<file path="src/rtl/control_sequencer_if.sv">
// control_sequencer_if: control bundle between control_sequencer (master) and datapath (slave).
interface control_sequencer_if #(parameter int OPC_W = 5);
    logic [31:0]      IR_Data;
    logic             PC_enable, PC_increment_enable, IR_enable, Y_enable, Z_enable;
    logic             MAR_enable, MDR_enable, r_enable, read, write;
    logic             Gra, Grb, ba_select;
    logic             PC_select, Z_LO_select, MDR_select, c_select, r_select;
    logic [OPC_W-1:0] alu_instruction;
    modport master (
        input  IR_Data,
        output PC_enable, PC_increment_enable, IR_enable, Y_enable, Z_enable,
               MAR_enable, MDR_enable, r_enable, read, write, Gra, Grb, ba_select,
               PC_select, Z_LO_select, MDR_select, c_select, r_select, alu_instruction
    );
    modport slave (
        output IR_Data,
        input  PC_enable, PC_increment_enable, IR_enable, Y_enable, Z_enable,
               MAR_enable, MDR_enable, r_enable, read, write, Gra, Grb, ba_select,
               PC_select, Z_LO_select, MDR_select, c_select, r_select, alu_instruction
    );
endinterface

</file>
<file path="src/rtl/control_sequencer.sv">
// control_sequencer: hardwired fetch/decode/execute control unit, one clock per step T0-T7.
module control_sequencer #(
    parameter int OPC_W = 5,
    parameter int CNT_W = 16
) (
    input  logic                clk,
    input  logic                reset_n,
    control_sequencer_if.master bus,
    input  logic                stop,
    input  logic                resume,
    output logic                run,
    output logic                illegal_op,
    output logic [CNT_W-1:0]    instr_count
);
    typedef enum logic [3:0] {IDLE, T0, T1, T2, T3, T4, T5, T6, T7, HALT} state_t;
    localparam logic [OPC_W-1:0] OP_LD   = 5'b00000;
    localparam logic [OPC_W-1:0] OP_LDI  = 5'b00001;
    localparam logic [OPC_W-1:0] OP_ST   = 5'b00010;
    localparam logic [OPC_W-1:0] OP_ADDI = 5'b01100;
    localparam logic [OPC_W-1:0] OP_NOP  = 5'b11010;
    localparam logic [OPC_W-1:0] OP_HALT = 5'b11011;
    state_t           state, next;
    logic             armed, last, illegal;
    logic [OPC_W-1:0] opc;
    assign opc = bus.IR_Data[31 -: OPC_W];
    assign illegal = !(opc inside {OP_LD, OP_LDI, OP_ST, OP_ADDI, OP_NOP, OP_HALT});
    assign run = state != IDLE && state != HALT;
    assign bus.PC_enable = 1'b0;
    // armed delays the first T0 to the second edge after reset release
    always_ff @(posedge clk or negedge reset_n) begin
        if (!reset_n) begin
            state       <= IDLE;
            armed       <= 1'b0;
            illegal_op  <= 1'b0;
            instr_count <= '0;
        end else begin
            state <= next;
            armed <= 1'b1;
            if (state == T3 && illegal) illegal_op <= 1'b1;
            if (last) instr_count <= instr_count + CNT_W'(1);
        end
    end
    always_comb begin
        next = state;
        last = 1'b0;
        bus.PC_increment_enable = 1'b0;
        bus.IR_enable = 1'b0;
        bus.Y_enable = 1'b0;
        bus.Z_enable = 1'b0;
        bus.MAR_enable = 1'b0;
        bus.MDR_enable = 1'b0;
        bus.r_enable = 1'b0;
        bus.read = 1'b0;
        bus.write = 1'b0;
        bus.Gra = 1'b0;
        bus.Grb = 1'b0;
        bus.ba_select = 1'b0;
        bus.PC_select = 1'b0;
        bus.Z_LO_select = 1'b0;
        bus.MDR_select = 1'b0;
        bus.c_select = 1'b0;
        bus.r_select = 1'b0;
        bus.alu_instruction = '0;
        case (state)
            IDLE: next = armed ? T0 : IDLE;
            T0: begin
                bus.PC_select = 1'b1;
                bus.MAR_enable = 1'b1;
                next = T1;
            end
            T1: begin
                bus.PC_increment_enable = 1'b1;
                bus.read = 1'b1;
                bus.MDR_enable = 1'b1;
                next = T2;
            end
            T2: begin
                bus.MDR_select = 1'b1;
                bus.IR_enable = 1'b1;
                next = T3;
            end
            T3: begin
                if (opc == OP_HALT) next = HALT;
                else if (opc inside {OP_LD, OP_LDI, OP_ST, OP_ADDI}) begin
                    bus.Grb = 1'b1;
                    bus.Y_enable = 1'b1;
                    bus.ba_select = opc != OP_ADDI;
                    bus.r_select = opc == OP_ADDI;
                    next = T4;
                end else last = 1'b1;
            end
            T4: begin
                bus.c_select = 1'b1;
                bus.Z_enable = 1'b1;
                bus.alu_instruction = opc;
                next = T5;
            end
            T5: begin
                bus.Z_LO_select = 1'b1;
                if (opc == OP_LD || opc == OP_ST) begin
                    bus.MAR_enable = 1'b1;
                    next = T6;
                end else begin
                    bus.Gra = 1'b1;
                    bus.r_enable = 1'b1;
                    last = 1'b1;
                end
            end
            T6: begin
                bus.MDR_enable = 1'b1;
                if (opc == OP_ST) begin
                    bus.Gra = 1'b1;
                    bus.r_select = 1'b1;
                    bus.write = 1'b1;
                    last = 1'b1;
                end else begin
                    bus.read = 1'b1;
                    next = T7;
                end
            end
            T7: begin
                bus.MDR_select = 1'b1;
                bus.Gra = 1'b1;
                bus.r_enable = 1'b1;
                last = 1'b1;
            end
            HALT: next = resume ? T0 : HALT;
            default: next = IDLE;
        endcase
        if (last) next = stop ? HALT : T0;
    end
endmodule

</file>
<file path="src/flat_wrapper.sv">
// flat-port wrapper written by rule: the top's interface ports become plain ports
module control_sequencer_flat 
#(
    parameter int OPC_W = 5,
    parameter int CNT_W = 16
)
  (clk, reset_n, stop, resume, run, illegal_op, instr_count, bus_IR_Data, bus_PC_enable, bus_PC_increment_enable, bus_IR_enable, bus_Y_enable, bus_Z_enable, bus_MAR_enable, bus_MDR_enable, bus_r_enable, bus_read, bus_write, bus_Gra, bus_Grb, bus_ba_select, bus_PC_select, bus_Z_LO_select, bus_MDR_select, bus_c_select, bus_r_select, bus_alu_instruction);
  control_sequencer_if #(.OPC_W(OPC_W)) bus_i ();
  input  logic clk;
  input  logic reset_n;
  input  logic stop;
  input  logic resume;
  output logic run;
  output logic illegal_op;
  output logic [CNT_W-1:0] instr_count;
  input wire logic [$bits(bus_i.IR_Data)-1:0] bus_IR_Data;
  output wire logic [$bits(bus_i.PC_enable)-1:0] bus_PC_enable;
  output wire logic [$bits(bus_i.PC_increment_enable)-1:0] bus_PC_increment_enable;
  output wire logic [$bits(bus_i.IR_enable)-1:0] bus_IR_enable;
  output wire logic [$bits(bus_i.Y_enable)-1:0] bus_Y_enable;
  output wire logic [$bits(bus_i.Z_enable)-1:0] bus_Z_enable;
  output wire logic [$bits(bus_i.MAR_enable)-1:0] bus_MAR_enable;
  output wire logic [$bits(bus_i.MDR_enable)-1:0] bus_MDR_enable;
  output wire logic [$bits(bus_i.r_enable)-1:0] bus_r_enable;
  output wire logic [$bits(bus_i.read)-1:0] bus_read;
  output wire logic [$bits(bus_i.write)-1:0] bus_write;
  output wire logic [$bits(bus_i.Gra)-1:0] bus_Gra;
  output wire logic [$bits(bus_i.Grb)-1:0] bus_Grb;
  output wire logic [$bits(bus_i.ba_select)-1:0] bus_ba_select;
  output wire logic [$bits(bus_i.PC_select)-1:0] bus_PC_select;
  output wire logic [$bits(bus_i.Z_LO_select)-1:0] bus_Z_LO_select;
  output wire logic [$bits(bus_i.MDR_select)-1:0] bus_MDR_select;
  output wire logic [$bits(bus_i.c_select)-1:0] bus_c_select;
  output wire logic [$bits(bus_i.r_select)-1:0] bus_r_select;
  output wire logic [$bits(bus_i.alu_instruction)-1:0] bus_alu_instruction;
  assign bus_i.IR_Data = bus_IR_Data;
  assign bus_PC_enable = bus_i.PC_enable;
  assign bus_PC_increment_enable = bus_i.PC_increment_enable;
  assign bus_IR_enable = bus_i.IR_enable;
  assign bus_Y_enable = bus_i.Y_enable;
  assign bus_Z_enable = bus_i.Z_enable;
  assign bus_MAR_enable = bus_i.MAR_enable;
  assign bus_MDR_enable = bus_i.MDR_enable;
  assign bus_r_enable = bus_i.r_enable;
  assign bus_read = bus_i.read;
  assign bus_write = bus_i.write;
  assign bus_Gra = bus_i.Gra;
  assign bus_Grb = bus_i.Grb;
  assign bus_ba_select = bus_i.ba_select;
  assign bus_PC_select = bus_i.PC_select;
  assign bus_Z_LO_select = bus_i.Z_LO_select;
  assign bus_MDR_select = bus_i.MDR_select;
  assign bus_c_select = bus_i.c_select;
  assign bus_r_select = bus_i.r_select;
  assign bus_alu_instruction = bus_i.alu_instruction;
  control_sequencer #(.OPC_W(OPC_W), .CNT_W(CNT_W)) u_core (.clk(clk), .reset_n(reset_n), .bus(bus_i), .stop(stop), .resume(resume), .run(run), .illegal_op(illegal_op), .instr_count(instr_count));
endmodule
</file>
<file path="config.mk">
export PLATFORM = sky130hd
export DESIGN_NAME = control_sequencer_flat
export DESIGN_NICKNAME = d
export VERILOG_FILES = /design/src/rtl/control_sequencer_if.sv /design/src/rtl/control_sequencer.sv /design/src/flat_wrapper.sv
export SDC_FILE = /design/constraint.sdc
export NUM_CORES = 1
export LEC_CHECK = 0
export CORE_UTILIZATION = 43
export CTS_CLUSTER_DIAMETER = 150
export DETAILED_ROUTE_END_ITERATION = 7
export PLACE_DENSITY = 0.83
export SYNTH_ARGS = -nofsm -noshare
export SYNTH_HDL_FRONTEND = slang
export SYNTH_SLANG_ARGS = --single-unit
</file>
<file path="constraint.sdc">
create_clock -name clk -period 5.3 [get_ports clk]
set_input_delay 0.795 -clock clk [delete_from_list [all_inputs] [get_ports clk]]
set_output_delay 0.795 -clock clk [all_outputs]
set_load 0.02 [all_outputs]
</file>
Yosys cells after proc, flatten, opt, wreduce, memory -nomap -nowiden:

Index checks and enable logic that the tools add are counted.
W data, S select, Z words.

* input port bits: 36
* flip-flop bits (word level): 22
* output and inout port bits: 41
* word-level logic and storage cells: 75

* multiplexer cells: 38
* reduce and logical (&&, ||, !) cells: 12
* eq/ne operators: 20
* $add $sub $neg: 1

Operator list (number)
* $pmux W4 S10: 1
* $mux W4: 7
* $mux W1: 23
* $add A16 B1 Y16 const B: 1
* $eq A4 B3 Y1 const B: 4
* $eq A5 B5 Y1 const B: 2
* $eq A4 B2 Y1 const B: 2
* $eq A4 B4 Y1 const B: 2
* $pmux W1 S2: 4
* $reduce_bool A4 Y1: 2
* $reduce_bool A6 Y1: 1
* $eq A5 B1 Y1 const B: 1
* $eq A5 B2 Y1 const B: 1
* $eq A5 B4 Y1 const B: 1
* $logic_not A5 Y1: 1
* $mux W5: 1
* $ne A5 B4 Y1 const B: 1
* $eq A4 B1 Y1 const B: 1
* $logic_not A4 Y1: 1
* $ne A4 B3 Y1 const B: 1
* $ne A4 B4 Y1 const B: 1
* $pmux W1 S4: 1
* $reduce_and A4 Y1: 1
* $reduce_or A2 Y1: 2
* 7 further kinds: 8

Depth between registers and ports, before layout:

* depth after elaboration: 7
* depth in mapped cells: 7
* gate-level depth less buffers: 6

Least setup slack after synthesis:

No wires, ideal clock.

* path type: input -> output
* from: input port bus_IR_Data[30]
* to: output port bus_Y_enable
* path buffers: 1
* arrival: 2.104 ns
* cell stages on the path: 5
* data required time: 4.505 ns
* path slack: 2.401 ns
* cell sequence: nor2_1 > o21ai_0 > a21boi_0 > nor4_1 > buf_4

* cells in the longest elaborated chain, start to end: 5
* elaborated cells on any way between the ends: 9
* those cells by class: 4 x eq/ne; 3 x mux; 2 x reduce/logical

Ends and longest elaborated chain
* start: declaration: RTL line flat_wrapper.sv:16 `input wire logic [$bits(bus_i.IR_Data)-1:0] bus_IR_Data;`
* $eq A5 B1 Y1, or another cell as far along: RTL line control_sequencer.sv:84 `else if (opc inside {OP_LD, OP_LDI, OP_ST, OP_ADDI}) begin`
* $reduce_bool A4 Y1: RTL line control_sequencer.sv:84
* $mux W1
* $mux W1 (*) (2 in series)
* end: declaration: RTL line flat_wrapper.sv:20 `output wire logic [$bits(bus_i.Y_enable)-1:0] bus_Y_enable;`

Mark *: on every way between the ends. The rest lies on a longest branch, timed or not.

Final worst setup path:

* from: input port bus_IR_Data[31]
* to: output port bus_Gra

* cells in the longest elaborated chain, start to end: 4
* elaborated cells on any way between the ends: 6
* those cells by class: 1 x eq/ne; 3 x mux; 2 x reduce/logical

Ends and longest elaborated chain
* $eq A5 B2 Y1 / $logic_not A5 Y1 (equally long branches): RTL line control_sequencer.sv:100, control_sequencer.sv:111
* $logic_or A1 B1 Y1: RTL line control_sequencer.sv:100 `if (opc == OP_LD || opc == OP_ST) begin`
* $mux W1: RTL line control_sequencer.sv:100
* $pmux W1 S3 (*): RTL line control_sequencer.sv:64 `case (state)`
* end: declaration: RTL line flat_wrapper.sv:27 `output wire logic [$bits(bus_i.Gra)-1:0] bus_Gra;`

Marks and branches as above.

==> flow_summary.yaml <==
setup_path:
  reg2regPathDepth: 5
  cp_slowest_cell: "clkdlybuf4s50_1"
  r2r_setup_slack_ns: 2.67
  cp_cell_sequence: "clkdlybuf4s50_1 -> nor4_4 -> o32ai_2 -> or2_2 -> clkdlybuf4s50_1"
  crit_type: "in -> out"
  cp_slowest_stage_delay_ns: 0.56
  crit_required_ns: 4.51
  cp.arrival_ns: 2.98
  r2r_end: "u_core.state[3]$_DFFE_PN0P_"
  cp-start-kind: "input port"
  end_kind: "output pin"
  crit_top_cell: "clkdlybuf4s50_1"
  path_max_fanout: 8
  reg2reg_from: "u_core.state[3]$_DFFE_PN0P_"
sta:
  finalHoldViolCount: 0
  clock_skew_ns: 0.002665
  slew_headroom_pct: 36.63
  rsz0062_at_grt: "false"
  post-route-min-period_ns: 3.775
  tightest_slew_ns: 0.9476
  setup_tns_ns: 0
  clock.fmax_mhz: 264.9
  drv_slew: 0
  fin_crit_sh_pct: 71.23
  setup_viol: 0
drt:
  ant_nets: 0
  post_drt_wl_per_cell_um: 13.35
  firstDrtPassIters: 4
  vias_per_cell: 5.371
  via_count: 1332
  wirelength_mm: 3.311
  first_iter_violations: 78
  post-route-drc-count: 0
power_and_ir_drop:
  p_per_area_mw_per_mm2: 583.2
  ir_drop_v: 0.0002980
  p_leak_nw: 0.7526
clock_tree:
  cts.sinks: 22
  cts_setup_buffers: 0
  holdBufCountCts: 0
  cts_htree_levels: 1
  cts.repair.resized: 0
  numCtsBuffers: 3
  cts_tree: "built"
  cts_root_buffer: "clkbuf_4"
  clockBufferDepth: 2
  clkTransAtPathRegs_ns: 0.12
  clk_latency_ns: 0.31
floorplanning:
  die_w_um: 61.04
  die-area_mm2: 0.003726
  coreArea_mm2: 0.003337
  io_pins: 77
  initial_core_util_pct: 44.92
  die_h_um: 61.04
  num_rows: 21
global_routing:
  gr-total-overflow: 0
  grt_max_degree: 23
  antenna_found_initial: 0
  grt_util_all_layers_pct: 18.27
  grt_pass1_vias: 1154
  grt_pass1_wl_mm: 5.064
synthesis:
  synth_nets: 198
  async_flop_share_pct: 100.0
  ys_ff_latch: 22
  ys_warn_count: 0
  synth_ff_type: "dfrtp_1"
  synth_area_mm2: 0.001499
  synth_edf_count: 0
  syn_avg_cell_area_um2: 9.310
  synth_cells: 161
  synth.distinct_cells: 49
  synth_seq_area_share_pct: 36.73
place:
  hpwl_mm: 2.466
  port_buffers: 48
  finalWeightedCongestion: 0.8820
  place_area_mm2: 0.001966
layout:
  final_nets: 240
  area_growth_pct: 34.64
  antenna_cells: 0
  drive_above_1_share_pct: 10.89
  final_cell_area_mm2: 0.002018
min_path:
  min_to: "u_core.instr_count[15]$_DFFE_PN0P_"
  worstHoldStart: "u_core.instr_count[15]$_DFFE_PN0P_"
  min_path_cells: 1
  hold_class: "reg -> reg"
outcome:
  status: "finished, final reports clean"
job:
  max_cap_violations: 0
## cell type report
class / count / area [um2]
Fill cell: 313 / 1319
Multi-Input combinational cell: 124 / 858.3
Inverter: 3 / 11.26
Tap cell: 46 / 57.56
Timing Repair Buffer: 49 / 488.0
Clock buffer: 3 / 22.52
Clock inverter: 1 / 30.03
Sequential cell: 22 / 550.5
## cells in the mapped netlist, drive strengths merged (3+ instances only)
cell	n	share of area, %
inv	3	0.75
and2	4	1.8
clkbuf	5	1.3
xor2	13	7.6
nand2b	4	1.7
dfrtp	22	37
nand3	4	1.3
nand4	4	1.7
nor2	11	2.8
nor3	16	5.7
o21ai	3	1.0
nor4	8	5.6
buf	7	4.0
xnor2	3	1.8
or2	5	2.1
a21oi	6	2.0
nand2	12	3.0
## sequential cells by signal, summed over array words and instances (netlist names)
register            flops
u_core.instr_count     16
u_core.armed            1
u_core.state            4
u_core.illegal_op       1
## report_power, final
part	internal (mW)	switching [mW]	total (mW)
Combinational	0.335	0.366	0.700
Sequential	0.236	0.112	0.348
Clock	0.0765	0.0526	0.129
Total	0.647	0.530	1.18
## layout by cell type (no fill, tap or decap), types with 2 or more instances in the layout
cell             netlist  routed
o21a_1                 2       2
o21ai_0                3       3
and2_1                 3       3
nor2_1                11      11
a2111oi_0              2       2
clkbuf_4               0       3
nand4_1                4       4
dfrtp_1               22      22
and3_1                 2       2
nand2_1               12      12
nand2b_1               4       4
xor2_1                13      13
conb_1                 2       2
nor3b_1                2       2
mux2_4                 2       2
a21oi_1                6       6
xnor2_1                3       3
inv_1                  3       3
nand3_1                4       4
nor4_2                 3       3
nor3_1                15      15
or2_1                  3       3
clkdlybuf4s50_1        0      48
nor4_1                 4       4
or2_2                  2       2
## per-stage QoR
stage / std cells / util (%) / hold slack (ns) / power [mW] / worst slack (ns)
after floorplan: 161 / - / 0.4994 / 0.7969 / 2.401
after global placement: 244 / 58.91 / 0.4496 / 1.035 / 1.549
after global routing: 248 / 60.48 / 0.4900 / 1.259 / 1.443
after CTS: 248 / 60.48 / 0.4792 / 1.183 / 1.522
after detailed placement: 244 / 58.91 / 0.4509 / 1.051 / 1.533
final: 248 / 60.48 / 0.4740 / 1.177 / 1.525
## how the worst max path moves through the flow
stage / from / endpoint / depth (start not counted) / slack (ns)
floorplan: bus_IR_Data[30] / bus_Y_enable / 5 / 2.40
global placement: bus_IR_Data[31] / bus_Gra / 5 / 1.55
detailed placement: bus_IR_Data[31] / bus_Gra / 5 / 1.53
CTS: bus_IR_Data[31] / bus_Gra / 5 / 1.52
global route: bus_IR_Data[31] / bus_Gra / 5 / 1.44
finish: bus_IR_Data[31] / bus_Gra / 5 / 1.52
## worst max-delay path, delay by kind of cell
kind	cells	cell delay, ns
and+or+nand+nor	2	0.86
AOI/OAI and AO/OA	1	0.22
buffers and inverters	2	1.11
## logic make-up after synthesis
| logic type | synth area share (%) |
|---|---|
| simple gates | 33.22 |
| compound gates | 11.35 |
| buf+inv | 6.010 |
| xor+xnor | 9.349 |
| mux | 2.003 |
| other cells | 0.5010 |
| fa+ha+maj | 0.8346 |
| flops | 36.73 |
## metal layers
| layer | vias up | GRT usage, % | share of wire, % |
|---|---|---|---|
| met3 | 5 | 3.151 | 6.3 |
| met5 | - | 0 | 0 |
| met4 | 0 | 5.844 | 1.1 |
| met1 | 632 | 21.85 | 42 |
| li1 | 653 | - | - |
| met2 | 42 | 33.23 | 51 |
Note: power is estimated with default switching activity, not from simulation.
